File: src/rtl/maroc_sc_sequencer_if.sv
// Host request handshake and serial-transmitter link of the MAROC slow-control sequencer.
// The master modport is the sequencer side; the slave modport is the host/transmitter side.
interface maroc_sc_sequencer_if;
  logic       host_req_in;
  logic       host_ack_out;
  logic       tx_start_out;
  logic [1:0] tx_state_in;
  logic       tx_d_sc_in;
  logic       q_sc_in;

  modport master (
    input  host_req_in, tx_state_in, tx_d_sc_in, q_sc_in,
    output host_ack_out, tx_start_out
  );

  modport slave (
    output host_req_in, tx_state_in, tx_d_sc_in, q_sc_in,
    input  host_ack_out, tx_start_out
  );
endinterface

File: src/rtl/maroc_sc_sequencer.sv
// MAROC slow-control load sequencer: host/refresh arbitration, transmitter supervision with
// timeouts and retries. Define SC_READBACK_VERIFY_EN for the second Q_SC verify pass.
module maroc_sc_sequencer #(
  parameter int FRAME_BITS     = 829,
  parameter int REFRESH_PERIOD = 5000000,
  parameter int MAX_RETRIES    = 3,
  parameter int TIMEOUT_CYCLES = 2048
) (
  input  logic                 clk_in,
  input  logic                 reset_in,
  maroc_sc_sequencer_if.master link,
  input  logic                 refresh_en_in,
  input  logic                 err_clr_in,
  output logic                 busy_out,
  output logic                 done_out,
  output logic                 error_out,
  output logic                 source_out,
  output logic [1:0]           retry_cnt_out,
  output logic [2:0]           state_out
);

  typedef enum logic [2:0] {
    IDLE        = 3'd0,
    START       = 3'd1,
    WAIT_SEND   = 3'd2,
    WAIT_FINAL  = 3'd3,
    VSTART      = 3'd4,
    VWAIT_SEND  = 3'd5,
    VWAIT_FINAL = 3'd6,
    FAIL        = 3'd7
  } state_t;

  localparam int TW = $clog2(TIMEOUT_CYCLES + FRAME_BITS + 2);
  localparam int RW = $clog2(REFRESH_PERIOD + 1);
  localparam logic [1:0] TX_SENDING  = 2'd2;
  localparam logic [1:0] TX_FINAL    = 2'd3;
  localparam logic [1:0] RETRY_LIMIT = 2'(MAX_RETRIES);

  state_t        state;
  state_t        state_nxt;
  logic [TW-1:0] wait_cnt;
  logic [RW-1:0] refresh_cnt;
  logic          refresh_pending;
  logic          mismatch;

  logic          grant_host;
  logic          grant_refresh;
  logic          attempt_fail;
  logic          seq_pass;
  logic          seq_fail;
  logic          in_wait;
  logic          timed_out;
  logic          can_retry;
  logic          cmp_err;

  logic          tx_start_q, tx_start_d;
  logic          host_ack_q, host_ack_d;
  logic          busy_q, busy_d;
  logic          done_q, done_d;
  logic          error_q, error_d;
  logic          source_q, source_d;
  logic [1:0]    retry_q, retry_d;

`ifdef SC_READBACK_VERIFY_EN
  localparam bit VERIFY = 1'b1;
  logic cmp_window;
  // The readback window skips the entry cycle of VWAIT_FINAL and covers one frame.
  assign cmp_window = (state == VWAIT_FINAL) && (wait_cnt != '0) &&
                      (wait_cnt <= TW'(FRAME_BITS));
  assign cmp_err    = cmp_window && (link.tx_d_sc_in != link.q_sc_in);
`else
  localparam bit VERIFY = 1'b0;
  logic unused_readback;
  assign unused_readback = link.tx_d_sc_in ^ link.q_sc_in;
  assign cmp_err         = 1'b0;
`endif

  assign in_wait   = (state == WAIT_SEND) || (state == WAIT_FINAL) ||
                     (state == VWAIT_SEND) || (state == VWAIT_FINAL);
  assign timed_out = in_wait && (wait_cnt == TW'(TIMEOUT_CYCLES - 1));
  assign can_retry = (retry_q < RETRY_LIMIT);
  assign seq_fail  = attempt_fail && !can_retry;

  always_ff @(posedge clk_in or posedge reset_in) begin
    if (reset_in) begin
      state <= IDLE;
    end else begin
      state <= state_nxt;
    end
  end

  always_comb begin
    state_nxt     = state;
    grant_host    = 1'b0;
    grant_refresh = 1'b0;
    attempt_fail  = 1'b0;
    seq_pass      = 1'b0;
    case (state)
      IDLE: begin
        if (link.host_req_in) begin
          state_nxt  = START;
          grant_host = 1'b1;
        end else if (refresh_pending) begin
          state_nxt     = START;
          grant_refresh = 1'b1;
        end
      end
      START:  state_nxt = WAIT_SEND;
      VSTART: state_nxt = VWAIT_SEND;
      WAIT_SEND: begin
        if (link.tx_state_in == TX_SENDING) state_nxt = WAIT_FINAL;
        else if (timed_out)                 attempt_fail = 1'b1;
      end
      WAIT_FINAL: begin
        if (link.tx_state_in == TX_FINAL) begin
          if (VERIFY) state_nxt = VSTART;
          else        seq_pass  = 1'b1;
        end else if (timed_out) begin
          attempt_fail = 1'b1;
        end
      end
      VWAIT_SEND: begin
        if (link.tx_state_in == TX_SENDING) state_nxt = VWAIT_FINAL;
        else if (timed_out)                 attempt_fail = 1'b1;
      end
      VWAIT_FINAL: begin
        // The final-cycle compare result is folded in so a late mismatch is not lost.
        if (link.tx_state_in == TX_FINAL) begin
          if (mismatch || cmp_err) attempt_fail = 1'b1;
          else                     seq_pass     = 1'b1;
        end else if (timed_out) begin
          attempt_fail = 1'b1;
        end
      end
      FAIL:    state_nxt = IDLE;
      default: state_nxt = IDLE;
    endcase
    if (seq_pass) begin
      state_nxt = IDLE;
    end else if (attempt_fail) begin
      state_nxt = can_retry ? START : FAIL;
    end
  end

  always_comb begin
    tx_start_d = (state == START) || (state == VSTART);
    host_ack_d = grant_host;
    busy_d     = (state_nxt != IDLE);
    done_d     = seq_pass || seq_fail;
    source_d   = source_q;
    retry_d    = retry_q;
    error_d    = error_q;
    if (grant_host) begin
      source_d = 1'b0;
      retry_d  = 2'd0;
    end else if (grant_refresh) begin
      source_d = 1'b1;
      retry_d  = 2'd0;
    end else if (attempt_fail && can_retry) begin
      retry_d  = retry_q + 2'd1;
    end
    if (seq_fail)        error_d = 1'b1;
    else if (err_clr_in) error_d = 1'b0;
  end

  always_ff @(posedge clk_in or posedge reset_in) begin
    if (reset_in) begin
      tx_start_q <= 1'b0;
      host_ack_q <= 1'b0;
      busy_q     <= 1'b0;
      done_q     <= 1'b0;
      error_q    <= 1'b0;
      source_q   <= 1'b0;
      retry_q    <= 2'd0;
    end else begin
      tx_start_q <= tx_start_d;
      host_ack_q <= host_ack_d;
      busy_q     <= busy_d;
      done_q     <= done_d;
      error_q    <= error_d;
      source_q   <= source_d;
      retry_q    <= retry_d;
    end
  end

  // Cycles spent in the current state; every state change restarts the count.
  always_ff @(posedge clk_in or posedge reset_in) begin
    if (reset_in) begin
      wait_cnt <= '0;
      mismatch <= 1'b0;
    end else begin
      if (state_nxt != state) wait_cnt <= '0;
      else if (in_wait)       wait_cnt <= wait_cnt + TW'(1);
      if (state != VWAIT_FINAL) mismatch <= 1'b0;
      else if (cmp_err)         mismatch <= 1'b1;
    end
  end

  // Only one refresh is ever queued; a grant in the expiry cycle consumes that expiry too.
  always_ff @(posedge clk_in or posedge reset_in) begin
    if (reset_in) begin
      refresh_cnt     <= '0;
      refresh_pending <= 1'b0;
    end else if (!refresh_en_in) begin
      refresh_cnt     <= '0;
      refresh_pending <= 1'b0;
    end else begin
      if (refresh_cnt == RW'(REFRESH_PERIOD - 1)) begin
        refresh_cnt     <= '0;
        refresh_pending <= 1'b1;
      end else if (done_d) begin
        refresh_cnt <= '0;
      end else begin
        refresh_cnt <= refresh_cnt + RW'(1);
      end
      if (grant_refresh) refresh_pending <= 1'b0;
    end
  end

  assign link.tx_start_out = tx_start_q;
  assign link.host_ack_out = host_ack_q;
  assign busy_out          = busy_q;
  assign done_out          = done_q;
  assign error_out         = error_q;
  assign source_out        = source_q;
  assign retry_cnt_out     = retry_q;
  assign state_out         = state;

endmodule
File: src/flat_wrapper.sv
// flat-port wrapper written by rule: the top's interface ports become plain ports
module maroc_sc_sequencer_flat 
#(
  parameter int FRAME_BITS     = 829,
  parameter int REFRESH_PERIOD = 5000000,
  parameter int MAX_RETRIES    = 3,
  parameter int TIMEOUT_CYCLES = 2048
)
  (clk_in, reset_in, refresh_en_in, err_clr_in, busy_out, done_out, error_out, source_out, retry_cnt_out, state_out, link_host_req_in, link_tx_state_in, link_tx_d_sc_in, link_q_sc_in, link_host_ack_out, link_tx_start_out);
  maroc_sc_sequencer_if link_i ();
  input  logic clk_in;
  input  logic reset_in;
  input  logic refresh_en_in;
  input  logic err_clr_in;
  output logic busy_out;
  output logic done_out;
  output logic error_out;
  output logic source_out;
  output logic [1:0] retry_cnt_out;
  output logic [2:0] state_out;
  input wire logic [$bits(link_i.host_req_in)-1:0] link_host_req_in;
  input wire logic [$bits(link_i.tx_state_in)-1:0] link_tx_state_in;
  input wire logic [$bits(link_i.tx_d_sc_in)-1:0] link_tx_d_sc_in;
  input wire logic [$bits(link_i.q_sc_in)-1:0] link_q_sc_in;
  output wire logic [$bits(link_i.host_ack_out)-1:0] link_host_ack_out;
  output wire logic [$bits(link_i.tx_start_out)-1:0] link_tx_start_out;
  assign link_i.host_req_in = link_host_req_in;
  assign link_i.tx_state_in = link_tx_state_in;
  assign link_i.tx_d_sc_in = link_tx_d_sc_in;
  assign link_i.q_sc_in = link_q_sc_in;
  assign link_host_ack_out = link_i.host_ack_out;
  assign link_tx_start_out = link_i.tx_start_out;
  maroc_sc_sequencer #(.FRAME_BITS(FRAME_BITS), .REFRESH_PERIOD(REFRESH_PERIOD), .MAX_RETRIES(MAX_RETRIES), .TIMEOUT_CYCLES(TIMEOUT_CYCLES)) u_core (.clk_in(clk_in), .reset_in(reset_in), .link(link_i), .refresh_en_in(refresh_en_in), .err_clr_in(err_clr_in), .busy_out(busy_out), .done_out(done_out), .error_out(error_out), .source_out(source_out), .retry_cnt_out(retry_cnt_out), .state_out(state_out));
endmodule
File: config.mk
export PLATFORM = sky130hd
export DESIGN_NAME = maroc_sc_sequencer_flat
export DESIGN_NICKNAME = d
export VERILOG_FILES = /design/src/rtl/maroc_sc_sequencer_if.sv /design/src/rtl/maroc_sc_sequencer.sv /design/src/flat_wrapper.sv
export SDC_FILE = /design/constraint.sdc
export NUM_CORES = 1
export LEC_CHECK = 0
export ABC_AREA = 1
export BUFFER_PORTS_ARGS = -buffer_cell sky130_fd_sc_hd__buf_2
export CAP_MARGIN = 20
export CORE_MARGIN = 4
export CORE_UTILIZATION = 50
export DETAILED_ROUTE_END_ITERATION = 16
export PLACE_DENSITY_LB_ADDON = 0.1
export SLEW_MARGIN = 20
export SYNTH_ARGS = -nofsm -noshare
export SYNTH_HDL_FRONTEND = slang
export SYNTH_SLANG_ARGS = --single-unit
File: constraint.sdc
create_clock -name clk_in -period 1.6 [get_ports clk_in]
set_input_delay 0.16 -clock clk_in [delete_from_list [all_inputs] [get_ports clk_in]]
set_output_delay 0.16 -clock clk_in [all_outputs]
set_load 0.01 [all_outputs]
==> run metrics, run 1 <==
I/O pin cnt 20; Power, Total 3.80 mW; number of instances on the worst hold path 2; worst-skew pair later-pin latency 0.30 ns; placement row count 25; layout cells sized above 1 44.0%; iteration count of the initial detailed-routing pass 4; Switching Fraction 34.1%; f_max 0.559 GHz; startpoint of the most critical hold path err_clr_in; Worst Setup End Kind register; via total after detailed routing 2352; design area 3800 sq um; final routed wire length divided by cell count 13.0 microns; mapped cell area 2600 sq um; cts bufs inserted 5; area of the placeable core 4880 sq um; clock slew seen by the registers of the worst setup and hold paths 0.09 ns; Die Outline Area 6420 sq um; Period minus WS final 1.79 ns; leakage 1.77 nW; worst slack after detailed placement -0.244 ns; #FFs+latches synth 47; result of the run complete, but fails checks; number of warnings printed during yosys synthesis 0; Placed Instance Area 3260 sq um; HPWL after detailed placement 4100 microns; Mean Syn Cell Area 8.40 sq um; violated checks negative setup slack; number of fillers in the final layout 329; clock tree buffer depth 2; power density relative to cell area 1000 nW/um^2; die extent in x 80.1 microns; arithmetic-cell share of the synthesized area counting full adders, half adders and majority gates 1.44%; area fraction in and, or, nand and nor cells after synthesis 32.6%; normalized max-slew margin 75.7%; number of placed cells counting well taps 454; power spent charging and discharging nets 1.30 mW; part of the total power dissipated in combinational logic 39.8%; combinational family with the most area after synthesis simple AND/OR/NAND/NOR gates; share of the synthesized area in compound gates (AO/OA/AOI/OAI) 4.95%; final setup fails 35; unrepaired setup endpoints after global routing yes; routability-driven placement congestion ratio 0.795; layout overhead on the synthesized area 46.0%; worst-case hold path end point u_core.error_out$_DFFE_PP0P_; deepest level of the CTS H-tree 2; clock share of power 24.4%; transition at the pin with the smallest max-transition slack 0.361 ns; Register-to-Register Setup Slack -0.19 ns; die span in y 80.1 microns; part of the Yosys area used for sequential elements 45.2%; wire length of the first global-routing pass 10300 microns; Max Slew Vio Count 0; buffers added on ports 17; kind of critical path reg -> reg; Worst Path Max Fanout 6; ratio of final minimum period to clock period 112%; clock tree skew after final layout 0.00569 ns; routed wire length 6200 microns; starting utilization of the core area 53.3%; largest voltage drop on the vdd net 0.00100 V; fraction of synthesized area in multiplexers 0.385%; master cell of the clock root buffer sky130_fd_sc_hd__clkbuf_8; Reg power frac 35.8%; Final Instance Count excl. Fillers 478; residual DRC count 0; area share of xor/xnor cells in the synthesized design 7.07%; R2R Path End u_core.wait_cnt[3]$_DFFE_PP0P_; maximum capacitance violations 0; crit path DAT 2.02 ns; vias in the first global route 2345; worst min-delay path category in -> reg; Avg Vias per Cell 4.92; kind of launch point of the worst setup path register; GR Overflow Total 0; count of endpoints failing hold in the final timing report 0; antenna violation net count after detailed routing 0; number of sinks handled by clock tree synthesis 47; TritonCTS clock tree built; nets in the synthesized netlist 322; P_int 2.51 mW; nets@finish 422; Crit path required time 1.83 ns; Cell variety after synth 32; all-layer global routing usage 20.4%; worst hold slack after final layout 0.0317 ns; launch point of the worst reg-to-reg path u_core.wait_cnt[0]$_DFFE_PP0P_; initial detailed-routing violation count 95; reg2reg path depth 10; final antenna diode count 0; cells after synthesis 310; initial antenna violation count 0; Final Worst Setup Slack -0.189 ns; pin count of the biggest net entering global routing 17
## state kept, by name, summed over array words and instances (netlist names)
register and cells:
u_core.refresh_cnt 23, u_core.link.host_ack_out 1, u_core.refresh_pending 1, u_core.retry_cnt_out 2, u_core.link.tx_start_out 1, u_core.error_out 1, u_core.source_out 1, u_core.state_out 3
u_core.done_out 1, u_core.busy_out 1, u_core.wait_cnt 12
## how the worst max path moves through the flow
stage / cells past startpoint / startpoint / to
3_3_place_gp: 10 / u_core.wait_cnt[0]$_DFFE_PP0P_ / u_core.refresh_cnt[2]$_DFF_PP0_
2_1_floorplan: 13 / u_core.state_out[2]$_DFF_PP0_ / u_core.wait_cnt[0]$_DFFE_PP0P_
3_5_place_dp: 11 / u_core.wait_cnt[0]$_DFFE_PP0P_ / u_core.wait_cnt[10]$_DFFE_PP0P_
5_1_grt: 10 / u_core.state_out[0]$_DFF_PP0_ / u_core.wait_cnt[10]$_DFFE_PP0P_
6_report: 10 / u_core.wait_cnt[0]$_DFFE_PP0P_ / u_core.wait_cnt[3]$_DFFE_PP0P_
4_1_cts: 12 / u_core.state_out[0]$_DFF_PP0_ / u_core.wait_cnt[10]$_DFFE_PP0P_
## worst max-delay path: stages (launching register included)
cell	delay (ns)
sky130_fd_sc_hd__dfrtp_1	0.37
sky130_fd_sc_hd__ha_2	0.19
sky130_fd_sc_hd__nand2_2	0.07
sky130_fd_sc_hd__nor2_4	0.09
sky130_fd_sc_hd__nand2_2	0.10
sky130_fd_sc_hd__nor2_8	0.14
sky130_fd_sc_hd__nand4_4	0.15
sky130_fd_sc_hd__nand4_1	0.15
sky130_fd_sc_hd__buf_4	0.17
sky130_fd_sc_hd__nand2_4	0.10
sky130_fd_sc_hd__nor3_2	0.18
## cells in the final DEF, fill, tap and decap left out, types with 4 or more instances in the layout
master	n
sky130_fd_sc_hd__o21ai_0	5
sky130_fd_sc_hd__xor2_1	16
sky130_fd_sc_hd__xnor2_1	5
sky130_fd_sc_hd__buf_2	17
sky130_fd_sc_hd__nor3_2	11
sky130_fd_sc_hd__dfrtp_1	44
sky130_fd_sc_hd__nand2_1	35
sky130_fd_sc_hd__a21oi_1	6
sky130_fd_sc_hd__inv_2	5
sky130_fd_sc_hd__clkbuf_8	6
sky130_fd_sc_hd__nand2_2	17
sky130_fd_sc_hd__nand4_1	10
sky130_fd_sc_hd__nand3_4	6
sky130_fd_sc_hd__buf_4	70
sky130_fd_sc_hd__buf_6	7
sky130_fd_sc_hd__o21ai_1	4
sky130_fd_sc_hd__nor2_1	37
sky130_fd_sc_hd__nor3_1	5
sky130_fd_sc_hd__inv_1	38
sky130_fd_sc_hd__nand2_4	6
sky130_fd_sc_hd__nand3_1	12
sky130_fd_sc_hd__nor2_4	6
## kinds of logic (layout without fill, tap and decap cells)
kind of cell | count (synthesis) | after routing
AND/OR/NAND/NOR | 163 | 164
buffers and inverters | 52 | 152
flip-flops | 47 | 47
AO/OA/AOI/OAI | 23 | 23
XOR/XNOR | 21 | 21
adder cells (fa/ha/maj) | 3 | 3
multiplexers | 1 | 1
## routing by layer
| metal | GRT usage, % | routed length, microns |
|---|---|---|
| met4 | 6.08 | 55 |
| met5 | 0 | 0 |
| met1 | 27.7 | 2880 |
| met3 | 4.04 | 282 |
| met2 | 32.9 | 2980 |
## power groups by stage
stage	combinational, mW	clock, mW	sequential [mW]
floorplan	0.655	0	1.40
global placement	1.13	0	1.37
detailed placement	1.15	0	1.37
CTS	1.21	0.935	1.36
global route	1.64	1.01	1.37
finish	1.51	0.928	1.36
## cell type report
type / instances / area [sq um] / share of cell area, %
timing repair buffer: 97 / 744 / 19.6
tap: 67 / 83.8 / 2.21
sequential: 47 / 1180 / 31.1
clock buffer: 6 / 82.6 / 2.17
multi-input combinational: 212 / 1490 / 39.1
clock inverter: 2 / 35.0 / 0.922
inverter: 47 / 189 / 4.97
## synth_stat cells (all sizes together)
master | n | area share (%)
o21ai | 10 | 1.9
a221oi | 1 | 0.34
nand3 | 19 | 4.7
inv | 47 | 6.9
o22ai | 1 | 0.24
a31oi | 3 | 0.72
a211oi | 2 | 0.58
nor3 | 19 | 5.6
ha | 3 | 1.4
xnor2 | 5 | 1.7
xor2 | 16 | 5.4
nor3b | 3 | 0.87
mux2i | 1 | 0.38
nand4 | 11 | 3.2
buf | 5 | 1.4
and3 | 2 | 0.48
nor2 | 47 | 7.7
a21oi | 6 | 1.2
nand2 | 58 | 9.1
nor4 | 4 | 0.96
dfrtp | 47 | 45
## repair_timing
item                       4_1_cts  5_1_grt
hold endpoints to repair        13        0
hold buffers                     1        0
gates cloned                     0        2
gates resized for setup         22       56
setup endpoints to repair       37       40
buffers inserted                 7        8
pin swaps                        7       10
## per-stage QoR
step,utilization (%),setup TNS [ns]
after floorplan,-,-2.91
after global placement,66.7,-5.15
after detailed placement,66.7,-6.41
after CTS,72.0,-2.83
after global routing,77.9,-6.89
final,77.9,-3.17
(Power assumes the default switching activity.)
==> inputs of run 2 (changes only) <==
MAX_ROUTING_LAYER = met4   (was default)
==> run metrics, run 2 (synthesis results as in run 1) <==
result of the run complete, but fails checks; violated checks negative setup slack; initial detailed-routing violation count 161; all-layer global routing usage 20.9%; Placed Instance Area 3260 sq um; HPWL after detailed placement 4100 microns; Power, Total 3.83 mW; leading cell type in the layout, fill and taps excluded sky130_fd_sc_hd__buf_4; clock tree buffer depth 2; count of endpoints failing hold in the final timing report 0; most used cells in the layout excluding fill and tap cells sky130_fd_sc_hd__buf_4 (73), sky130_fd_sc_hd__dfrtp_1 (44), sky130_fd_sc_hd__inv_1 (39), sky130_fd_sc_hd__nor2_1 (36), sky130_fd_sc_hd__nand2_1 (35); Avg Vias per Cell 4.98; largest reg by FF count u_core.refresh_cnt; layout overhead on the synthesized area 46.7%; flip-flop count of the largest register after layout 23; transition at the pin with the smallest max-transition slack 0.357 ns; antenna violation net count after detailed routing 0; Max Slew Vio Count 0; Crit path required time 1.80 ns; f_max 0.547 GHz; die extent in x 80.1 microns; routed wire length 6230 microns; Die Outline Area 6420 sq um; unrepaired setup endpoints after global routing yes; share of the core filled with cells in the final layout 78.3%; I/O pin cnt 20; iteration count of the initial detailed-routing pass 4; Final Instance Count excl. Fillers 480; via total after detailed routing 2389; cts bufs inserted 5; design area 3820 sq um; buffers added on ports 17; die span in y 80.1 microns; Worst Setup End Kind register; area of the placeable core 4880 sq um; nets@finish 424; TritonCTS clock tree built; leakage 1.78 nW; routability-driven placement congestion ratio 0.806; ratio of final minimum period to clock period 114%; final setup fails 34; normalized max-slew margin 76.0%; power density relative to cell area 1000 nW/um^2; residual DRC count 0; crit path DAT 2.03 ns; Final Worst Setup Slack -0.230 ns; kind of critical path reg -> reg; clock slew seen by the registers of the worst setup and hold paths 0.09 ns; worst-skew pair later-pin latency 0.31 ns; worst min-delay path category in -> reg; largest voltage drop on the vdd net 0.000983 V; Register-to-Register Setup Slack -0.23 ns; vias in the first global route 2343; master cell of the clock root buffer sky130_fd_sc_hd__clkbuf_8; number of sinks handled by clock tree synthesis 47; final routed wire length divided by cell count 13.0 microns; GR Overflow Total 0; Period minus WS final 1.83 ns; clock tree skew after final layout 0.00479 ns; deepest level of the CTS H-tree 2; final antenna diode count 0; wire length of the first global-routing pass 10300 microns; kind of launch point of the worst setup path register; maximum capacitance violations 0; initial antenna violation count 0; starting utilization of the core area 53.3%; layout cells sized above 1 45.0%; pin count of the biggest net entering global routing 17; Worst Path Max Fanout 6; placement row count 25; summed negative setup slack over all endpoints -3.46 ns; number of placed cells counting well taps 454
==> run 2: power breakdown <==
group / internal, mW / switching (mW) / leakage (nW)
sequential: 1.28 / 0.0846 / 0.638
clock: 0.506 / 0.429 / 0.0612
combinational: 0.735 / 0.795 / 1.08
total: 2.52 / 1.31 / 1.78
==> run 2: final timing paths <==
path,cells after the start,start,to
worst min register to register,2,u_core.source_out$_DFFE_PP0P_,u_core.source_out$_DFFE_PP0P_
max in group asynchronous,4,reset_in,u_core.wait_cnt[1]$_DFFE_PP0P_
worst max-delay path,11,u_core.state_out[0]$_DFF_PP0_,u_core.wait_cnt[0]$_DFFE_PP0P_
worst min-delay path,2,err_clr_in,u_core.error_out$_DFFE_PP0P_
min in group asynchronous,3,reset_in,u_core.refresh_cnt[18]$_DFF_PP0_
worst max register to register,11,u_core.state_out[0]$_DFF_PP0_,u_core.wait_cnt[0]$_DFFE_PP0P_
==> run 2: area by class of cell <==
| type | instances | area, sq um |
|---|---|---|
| Timing Repair Buffer | 99 | 756 |
| Tap cell | 67 | 83.8 |
| Fill cell | 322 | 1060 |
| Sequential cell | 47 | 1180 |
| Inverter | 47 | 189 |
| Clock buffer | 6 | 82.6 |
| Multi-Input combinational cell | 212 | 1490 |
| Clock inverter | 2 | 35.0 |
==> run 2: per-layer routing <==
metal / vias to the layer above / track usage [%] / share of wire (%)
met5: - / - / 0
met4: 0 / 6.08 / 1.7
met2: 55 / 33.0 / 48
met3: 13 / 4.04 / 3.8
li1: 1202 / - / -
met1: 1119 / 27.5 / 46
==> run 2: repair_timing <==
item / 4_1_cts / 5_1_grt
gates cloned: 0 / 2
endpoints found under the setup margin: 37 / 39
pin swaps: 7 / 11
hold buffers: 1 / 0
setup buffers: 7 / 10
gates resized for setup: 22 / 57
hold endpoints to repair: 13 / 0
==> run 2: critical path, cell delays in order (launching register included) <==
cell and delay [ns]:
sky130_fd_sc_hd__dfrtp_2 0.47, sky130_fd_sc_hd__nand2_2 0.12, sky130_fd_sc_hd__nand2_4 0.07, sky130_fd_sc_hd__nand2_4 0.10
sky130_fd_sc_hd__inv_4 0.05, sky130_fd_sc_hd__nor2_8 0.14, sky130_fd_sc_hd__nand3_4 0.12, sky130_fd_sc_hd__nand2_4 0.09
sky130_fd_sc_hd__nand4_1 0.17, sky130_fd_sc_hd__nand3_4 0.17, sky130_fd_sc_hd__clkbuf_16 0.16, sky130_fd_sc_hd__nor3_2 0.04
==> run 2: metrics by stage <==
stage / worst slack [ns] / hold slack, ns
2_1_floorplan: -0.150 / 0.267
3_3_place_gp: -0.208 / 0.144
3_5_place_dp: -0.244 / 0.141
4_1_cts: -0.165 / 0.0306
5_1_grt: -0.313 / 0.0814
6_report: -0.230 / 0.0256
